--- config.mk ---
export PLATFORM = sky130hd
export DESIGN_NAME = sdram_probe_clear_ctrl
export DESIGN_NICKNAME = d
export VERILOG_FILES = /design/src/rtl/sdram_probe_clear_ctrl.sv
export SDC_FILE = /design/constraint.sdc
export NUM_CORES = 1
export LEC_CHECK = 0
export CORE_ASPECT_RATIO = 0.6
export CORE_MARGIN = 5
export CORE_UTILIZATION = 30
export CTS_CLUSTER_SIZE = 40
export DETAILED_ROUTE_END_ITERATION = 10
export DONT_BUFFER_PORTS = 1
export HOLD_SLACK_MARGIN = 0.06
export MAX_ROUTING_LAYER = met4
export PLACE_DENSITY = 0.42
export SLEW_MARGIN = 20
export SYNTH_ARGS = -nofsm -noshare
export SYNTH_HDL_FRONTEND = slang
export SYNTH_SLANG_ARGS = --single-unit
--- constraint.sdc ---
create_clock -name clk_sys -period 2.5 [get_ports clk_sys]
set_clock_uncertainty 0.05 [all_clocks]
set_input_delay 0.25 -clock clk_sys [delete_from_list [all_inputs] [get_ports clk_sys]]
set_output_delay 0.25 -clock clk_sys [all_outputs]
set_load 0.02 [all_outputs]
--- src/rtl/sdram_probe_clear_ctrl.sv ---
// Post-lock SDRAM sequencer: probes module size through address aliasing, then clears the detected range.
// Build option SDRAM_CLR_VERIFY_EN adds a read-back verify pass that counts mismatches in err_cnt.
module sdram_probe_clear_ctrl #(
    parameter int          ADDR_W    = 27,
    parameter int          CLR_WORDS = 2**27,
    parameter logic [15:0] CLR_VALUE = 16'h0,
    parameter int          TMO_CYC   = 4096
) (
    input  logic              clk_sys,
    input  logic              RESET,
    input  logic              start,
    input  logic              sdram_ready,
    input  logic [15:0]       sdram_dout,
    output logic [ADDR_W-1:0] sdram_addr,
    output logic [15:0]       sdram_din,
    output logic              sdram_we,
    output logic              sdram_rd,
    output logic [15:0]       cfg,
    output logic              clr_busy,
    output logic              clr_done,
    output logic [15:0]       err_cnt
);
    localparam int CNT_W = ADDR_W + 1;
    localparam int TMO_W = $clog2(TMO_CYC + 1);
    localparam logic [CNT_W-1:0] SZ_32M   = CNT_W'(32'h200_0000);
    localparam logic [CNT_W-1:0] SZ_64M   = CNT_W'(32'h400_0000);
    localparam logic [CNT_W-1:0] SZ_128M  = CNT_W'(32'h800_0000);
    localparam logic [CNT_W-1:0] CLR_LIM  = CNT_W'(CLR_WORDS);
    localparam logic [ADDR_W-1:0] A_PR3   = ADDR_W'(32'h400_0000);
    localparam logic [ADDR_W-1:0] A_PR2   = ADDR_W'(32'h200_0000);
    localparam logic [ADDR_W-1:0] A_PRM   = ADDR_W'(32'h100_0000);

    typedef enum logic [3:0] {
        ST_IDLE, ST_PW3, ST_PW2, ST_PW0, ST_PWM, ST_PR3, ST_PR2, ST_PR0, ST_SIZE, ST_CLR,
`ifdef SDRAM_CLR_VERIFY_EN
        ST_VFY,
`endif
        ST_WAIT1, ST_WAITR, ST_DONE
    } state_t;

    state_t           state_q, state_d, cmd_q, cmd_d, cmd_sel;
    logic [15:0]      cfg_q, cfg_d;
    logic             busy_q, busy_d, done_q, done_d;
    logic [CNT_W-1:0] addr_q, addr_d, lim_m1_q, lim_m1_d, lim;
    logic [TMO_W-1:0] tmo_q, tmo_d;
`ifdef SDRAM_CLR_VERIFY_EN
    logic [15:0]      err_q, err_d;
    assign err_cnt = err_q;
`else
    assign err_cnt = 16'h0;
`endif

    assign cfg      = cfg_q;
    assign clr_busy = busy_q;
    assign clr_done = done_q;

    always_comb begin
        lim = cfg_q[2] ? SZ_128M : cfg_q[1] ? SZ_64M : cfg_q[0] ? SZ_32M : '0;
        if (lim > CLR_LIM)
            lim = CLR_LIM;
    end

    // Address/data follow the issuing command through both wait states so they stay stable.
    always_comb begin
        cmd_sel    = (state_q == ST_WAIT1 || state_q == ST_WAITR) ? cmd_q : state_q;
        sdram_addr = '0;
        sdram_din  = 16'h0;
        case (cmd_sel)
            ST_PW3: begin sdram_addr = A_PR3; sdram_din = 16'd3128;  end
            ST_PW2: begin sdram_addr = A_PR2; sdram_din = 16'd2064;  end
            ST_PW0: begin sdram_addr = '0;    sdram_din = 16'd1032;  end
            ST_PWM: begin sdram_addr = A_PRM; sdram_din = 16'd12345; end
            ST_PR3: sdram_addr = A_PR3;
            ST_PR2: sdram_addr = A_PR2;
            ST_CLR: begin sdram_addr = addr_q[ADDR_W-1:0]; sdram_din = CLR_VALUE; end
`ifdef SDRAM_CLR_VERIFY_EN
            ST_VFY: sdram_addr = addr_q[ADDR_W-1:0];
`endif
            default: ;
        endcase
    end

    always_comb begin
        state_d  = state_q;
        cmd_d    = cmd_q;
        cfg_d    = cfg_q;
        busy_d   = busy_q;
        done_d   = done_q;
        addr_d   = addr_q;
        lim_m1_d = lim_m1_q;
        tmo_d    = tmo_q;
`ifdef SDRAM_CLR_VERIFY_EN
        err_d    = err_q;
`endif
        sdram_we = 1'b0;
        sdram_rd = 1'b0;
        case (state_q)
            ST_IDLE: if (start || sdram_ready) state_d = ST_PW3;
            ST_PW3, ST_PW2, ST_PW0, ST_PWM, ST_CLR: if (sdram_ready) begin
                sdram_we = 1'b1;
                cmd_d    = state_q;
                state_d  = ST_WAIT1;
            end
            ST_PR3, ST_PR2, ST_PR0: if (sdram_ready) begin
                sdram_rd = 1'b1;
                cmd_d    = state_q;
                state_d  = ST_WAIT1;
            end
`ifdef SDRAM_CLR_VERIFY_EN
            ST_VFY: if (sdram_ready) begin
                sdram_rd = 1'b1;
                cmd_d    = state_q;
                state_d  = ST_WAIT1;
            end
`endif
            ST_WAIT1: begin
                tmo_d   = TMO_W'(TMO_CYC - 1);
                state_d = ST_WAITR;
            end
            ST_WAITR: begin
                if (sdram_ready) begin
                    case (cmd_q)
                        ST_PW3: state_d = ST_PW2;
                        ST_PW2: state_d = ST_PW0;
                        ST_PW0: state_d = ST_PWM;
                        ST_PWM: state_d = ST_PR3;
                        ST_PR3: begin cfg_d[2] = (sdram_dout == 16'd3128); state_d = ST_PR2; end
                        ST_PR2: begin cfg_d[1] = (sdram_dout == 16'd2064); state_d = ST_PR0; end
                        ST_PR0: begin
                            cfg_d[0]  = (sdram_dout == 16'd1032);
                            cfg_d[15] = 1'b1;
                            state_d   = ST_SIZE;
                        end
                        ST_CLR: begin
                            if (addr_q == lim_m1_q) begin
                                busy_d = 1'b0;
`ifdef SDRAM_CLR_VERIFY_EN
                                addr_d  = '0;
                                state_d = ST_VFY;
`else
                                done_d  = 1'b1;
                                state_d = ST_DONE;
`endif
                            end else begin
                                addr_d  = addr_q + CNT_W'(1);
                                state_d = ST_CLR;
                            end
                        end
`ifdef SDRAM_CLR_VERIFY_EN
                        ST_VFY: begin
                            if (sdram_dout != CLR_VALUE && err_q != 16'hFFFF)
                                err_d = err_q + 16'h1;
                            if (addr_q == lim_m1_q) begin
                                done_d  = 1'b1;
                                state_d = ST_DONE;
                            end else begin
                                addr_d  = addr_q + CNT_W'(1);
                                state_d = ST_VFY;
                            end
                        end
`endif
                        default: state_d = ST_DONE;
                    endcase
                end else if (tmo_q == '0) begin
                    cfg_d[15:14] = 2'b11;
                    busy_d       = 1'b0;
                    done_d       = 1'b1;
                    state_d      = ST_DONE;
                end else begin
                    tmo_d = tmo_q - TMO_W'(1);
                end
            end
            ST_SIZE: begin
                if (lim == '0) begin
                    done_d  = 1'b1;
                    state_d = ST_DONE;
                end else begin
                    lim_m1_d = lim - CNT_W'(1);
                    addr_d   = '0;
                    busy_d   = 1'b1;
                    state_d  = ST_CLR;
                end
            end
            ST_DONE: if (start) begin
                cfg_d   = 16'h0;
                done_d  = 1'b0;
`ifdef SDRAM_CLR_VERIFY_EN
                err_d   = 16'h0;
`endif
                state_d = ST_PW3;
            end
            default: state_d = ST_IDLE;
        endcase
    end

    always_ff @(posedge clk_sys) begin
        if (RESET) begin
            state_q  <= ST_IDLE;
            cmd_q    <= ST_IDLE;
            cfg_q    <= 16'h0;
            busy_q   <= 1'b0;
            done_q   <= 1'b0;
            addr_q   <= '0;
            lim_m1_q <= '0;
            tmo_q    <= '0;
`ifdef SDRAM_CLR_VERIFY_EN
            err_q    <= 16'h0;
`endif
        end else begin
            state_q  <= state_d;
            cmd_q    <= cmd_d;
            cfg_q    <= cfg_d;
            busy_q   <= busy_d;
            done_q   <= done_d;
            addr_q   <= addr_d;
            lim_m1_q <= lim_m1_d;
            tmo_q    <= tmo_d;
`ifdef SDRAM_CLR_VERIFY_EN
            err_q    <= err_d;
`endif
        end
    end
endmodule

; ---- Word level (Yosys, flattened, before mapping)
; Index checks and enable logic that the tools add are counted.
[word_totals]
register_bits = 84
output_inout_bits = 79
word_cells = 143
[classes]
add_sub_neg = 3
magnitude_cmp = 1
eq_ne = 49
n_mux = 51
n_bitwise = 1
reduce_logical = 26
[op_table]
columns = cell, n
row1 = two-way mux 28 bit, 6
row2 = one-hot mux 27 bit (4 select lines), 1
row3 = one-hot mux 14 bit (4 select lines), 1
row4 = one-hot mux 28 bit (2 select lines), 1
row5 = equality test 4 x 3 -> 1 bit (second input constant), 11
row6 = equality test 16 x 12 -> 1 bit (second input constant), 2
row7 = one-hot mux 4 bit (8 select lines), 1
row8 = adder 28 x 1 -> 28 bit (second input constant), 1
row9 = equality test 28 bit, 1
row10 = equality test 4 bit (second input constant), 7
row11 = > comparator 28 bit (second input constant), 1
row12 = logical NOT 28 bit, 1
row13 = subtractor 28 x 1 -> 28 bit (second input constant), 1
row14 = two-way mux 27 bit, 1
row15 = two-way mux 13 bit, 2
row16 = two-way mux 26 bit, 1
row17 = one-hot mux 13 bit (2 select lines), 1
row18 = equality test 4 x 2 -> 1 bit (second input constant), 6
row19 = two-way mux 4 bit, 6
row20 = one-hot mux 4 bit (6 select lines), 1
row21 = AND reduction 4 bit, 6
row22 = two-way mux 1 bit, 20
row23 = equality test 16 x 11 -> 1 bit (second input constant), 1
row24 = two-way mux 16 bit, 1
row25 = 25 further kinds, 50

; ---- Logic depth before layout (Yosys ltp)
[logic_depth]
depth_word = 8
ltp_mapped = 12

; ---- Least setup slack after synthesis
; OpenSTA, ideal clock, no wires.
[synth_path]
path_type = register -> register
start = reg cfg_q[0] (netlist: cfg[0])
end = reg addr_q[20]
setup_ns = 0.071
arrival_ns = 2.469
t_required_ns = 2.379
path_slack_ns = -0.089
path_stages_with_launch = 12
period_less_slack_ns = 2.589
cell_sequence = dfxtp_1 nand3_1 ha_1 ha_1 nor3_4 buf_6 or2b_2 nand4_1 or2_1 buf_6 or3_1 a21oi_1
[synth_between]
elab_chain_len = 8
[synth_lines]
columns = item, line
row1 = from (decl), 42  ; logic [15:0] cfg_q, cfg_d;
row2 = from (signal assigned), 212  ; cfg_q <= cfg_d;
row3 = two-way mux 26 bit *, 58  ; lim = cfg_q[2] ? SZ_128M : cfg_q[1] ? SZ_64M : cfg_q[0] ? SZ_32M : '0;
row4 = two-way mux 27 bit *, 58
row5 = two-way mux 28 bit *, 58
row6 = > comparator 28 bit, 59  ; if (lim > CLR_LIM)
row7 = two-way mux 28 bit *, 59
row8 = logical NOT 28 bit *, 174  ; if (lim == '0) begin
row9 = inequality test 2 bit (no source line) *, n/a
row10 = AND reduction 5 bit (no source line) *, n/a
row11 = to (signal assigned), 215  ; addr_q <= addr_d;
row12 = to (decl), 44  ; logic [CNT_W-1:0] addr_q, addr_d, lim_m1_q, lim_m1_d, lim;
; Every way passes the cells marked *; elsewhere a longest branch is shown, timed or not.
; A chain may end at the register's enable or synchronous reset.

; ---- Worst setup path after layout
[layout_path]
start = reg addr_q[2]
end = reg addr_q[4]
[layout_between]
elab_chain_len = 5
word_cells_on_any_way = 8
classes_between = add/sub: 1 / eq/ne: 2 / mux: 4 / reduce/logical: 1
[layout_lines]
columns = item, line
row1 = adder 28 x 1 -> 28 bit, 145  ; addr_d = addr_q + CNT_W'(1);
row2 = two-way mux 28 bit, 135  ; if (addr_q == lim_m1_q) begin
row3 = two-way mux 28 bit, 122  ; case (cmd_q)
row4 = two-way mux 28 bit, 121  ; if (sdram_ready) begin
row5 = one-hot mux 28 bit (2 select lines), 97  ; case (state_q)
; Several ways; a longest one is shown, not always the timed one. The select of a mux whose other input is x is not followed.

==> reports/qor.csv <==
metric;value;unit
max-slew-margin-rel;0.594;
final_common_cell;buf_4;
rsz0062_at_grt;yes;
die_area;0.0153;sq mm
whs;107;ps
p_clk_frac;0.315;
clk_pin_slew;60;ps
tightest_slew;594;ps
clkSinkCount;60;
critPathKind;reg2reg;
synthArstFlopShare;0;
insertion_delay;330;ps
power_switching;1.46;mW
tritoncts;yes;
clk_path_buf_depth;2;
rows;32;
r2r_cells;10;
start_kind;flip-flop;
crit_required;2660;ps
syn_to_final_growth;27.2;%
placed_area;0.00434;sq mm
peakVddDrop;334;uV
antenna_cells;0;
cp_max_fo;5;
hpwlAfterDp;8.89;mm
io_pins;99;
setup_viol;0;
grt_max_degree;32;
synth_top_area_frac;0.313;
die_y;97.7;microns
arrival;2660;ps
place_ws;-12.5;ps
synthFlopType;dfxtp_1;
wire_per_inst;16.3;microns
yosys_warnings;0;
min_period_over_period;0.998;
synth.top_cells.by_area;dfxtp_1 31%, buf_4 7.2%, xnor2_1 6.4%;
drv_slew;0;
seqPwrFrac;0.293;
overflow;0;
coreArea;0.0127;sq mm
antenna_found_initial;0;
drive_above_1_share;0.229;
yosysUniqueCellTypes;53;
sw_frac_of_total;0.384;
period_needed;2500;ps
grt_util_all_layers;0.160;
grt_pass1_wl;19.0;mm
holdCritPathClass;in2reg;
whs_path_depth;3;
final_cell_mix;70 x buf_4, 58 x nor2_1, 56 x dfxtp_1;
max_clock_freq;401;MHz
cap_violations;0;
status;finished clean;
syn_inst;505;
final_area;0.00489;sq mm
drt-initial-drc-count;213;
nets;587;
dp_cells;717;
synth_top_area_cell;dfxtp_1;
dr.pass1.iters;4;
cts_max_level;3;
drt_wl_total;12.1;mm
power.internal;2.35;mW
final_hold_viol_count;0;
viasPerCell;5.04;
cts_made_buffers;9;
ys_ff_latch;60;
portBuffers;0;
gp_congestion;0.872;
synth_seq_area_share;0.313;
num_vias;3720;
antenna_violating_nets_post_route;0;
drc;0;
avgSynthCellArea;7.61;sq um
end_kind;flip-flop;
fin_ws;4.98;ps
grt_pass1_vias;3469;
die_x;156;microns
initial_core_util;0.303;
combPwrFrac;0.392;
power.leakage;1.83;nW
final_cells;738;
cts-root-buf;clkbuf_16;
synth_edf_count;0;
synth_area;0.00384;sq mm
powerDensity;780;mW/mm^2
finish.utilization;0.385;
-- power groups by stage --
stage               Sequential, mW  Clock (mW)  Combinational, mW
floorplan                     1.10           0              0.969
global placement              1.13           0               1.36
detailed placement            1.13           0               1.35
CTS                           1.11        1.24               1.45
global route                  1.13        1.27               1.62
finish                        1.12        1.20               1.50
-- registers in the layout, indices dropped and copies added (netlist names) --
name and flops:
cfg 5, tmo_q 13, state_q 4, addr_q 28, cmd_q 4, clr_busy 1, clr_done 1, lim_m1_q 4
-- through the flow --
stage          TNS (ps)  total power [mW]
2_1_floorplan         0              2.07
3_3_place_gp          0              2.49
3_5_place_dp      -12.5              2.47
4_1_cts               0              3.80
5_1_grt            -941              4.02
6_report              0              3.82
-- cells by family (layout without fill, tap and decap cells) --
kind of cell	Yosys count	after routing	share of synthesized area
and+or+nand+nor	243	243	0.330
buffers and inverters	78	107	0.117
AOI/OAI and AO/OA	76	76	0.126
DFF	60	60	0.312
xor gates and xnor gates	34	34	0.0775
muxes	9	9	0.0234
adders and majority gates	4	4	0.0130
other	1	35	0.000976
-- synth_stat cells, types with 2 or more instances --
| cell type | number |
|---|---|
| nor2_1 | 59 |
| buf_4 | 37 |
| dfxtp_1 | 60 |
| ha_1 | 4 |
| buf_2 | 2 |
| nor4_1 | 20 |
| and3_1 | 4 |
| nor2b_1 | 3 |
| o21ai_0 | 16 |
| a311oi_1 | 2 |
| o31ai_1 | 3 |
| and2_1 | 22 |
| a211oi_1 | 5 |
| mux2i_1 | 9 |
| nand3_1 | 19 |
| o22ai_1 | 2 |
| or2_2 | 4 |
| nor3b_1 | 4 |
| xor2_1 | 6 |
| clkbuf_1 | 22 |
| or4_1 | 2 |
| a22oi_1 | 2 |
| xnor2_1 | 28 |
| nand3b_1 | 5 |
| buf_6 | 2 |
| nor3_1 | 21 |
| a31oi_1 | 2 |
| inv_1 | 14 |
| nand2_1 | 40 |
| o211ai_1 | 2 |
| a21oi_1 | 30 |
| a32o_1 | 3 |
| nand2b_1 | 9 |
| or3_1 | 8 |
| nand4_1 | 15 |
| o21a_1 | 2 |
-- what timing repair did --
action,in CTS,in global routing
hold buffers,1,0
gates resized for setup,15,31
gates cloned,1,1
pin swaps,1,10
hold endpoints to repair,31,0
setup endpoints to repair,30,55
setup buffers,2,0
-- per-layer routing --
| metal | GRT usage | wire length [microns] | vias up |
|---|---|---|---|
| met5 | - | 0 | - |
| met1 | 0.246 | 6360 | 1760 |
| met3 | 0.0352 | 737 | 8 |
| li1 | - | - | 1824 |
| met4 | 0.0347 | 112 | 0 |
| met2 | 0.208 | 4850 | 128 |
-- layout make-up --
class                           count  area (sq um)
Clock buffer                       13           270
Multi-Input combinational cell    401          2510
Inverter                           14          52.6
Fill cell                        1349          7800
Timing Repair Buffer               77           622
Tap cell                          170           213
Sequential cell                    60          1210
Clock inverter                      3          20.0
-- critical path, stage by stage, from the launching register on --
cell	delay, ps
dfxtp_2	330
nor4_4	260
buf_4	150
nand4_1	80
or4_4	460
a2111oi_4	390
buf_4	220
buf_6	120
nor3_1	60
xnor2_1	190
nor2_1	60
-- final timing paths --
| path | startpoint | slack [ps] | end |
|---|---|---|---|
| worst max-delay path | addr_q[2] | 5 | addr_q[4] |
| worst max register to register | addr_q[2] | 5 | addr_q[4] |
| worst min register to register | tmo_q[12] | 430 | tmo_q[12] |
| worst min-delay path | sdram_dout[11] | 110 | cfg[0] |
Power figures use the tool's default switching activity.
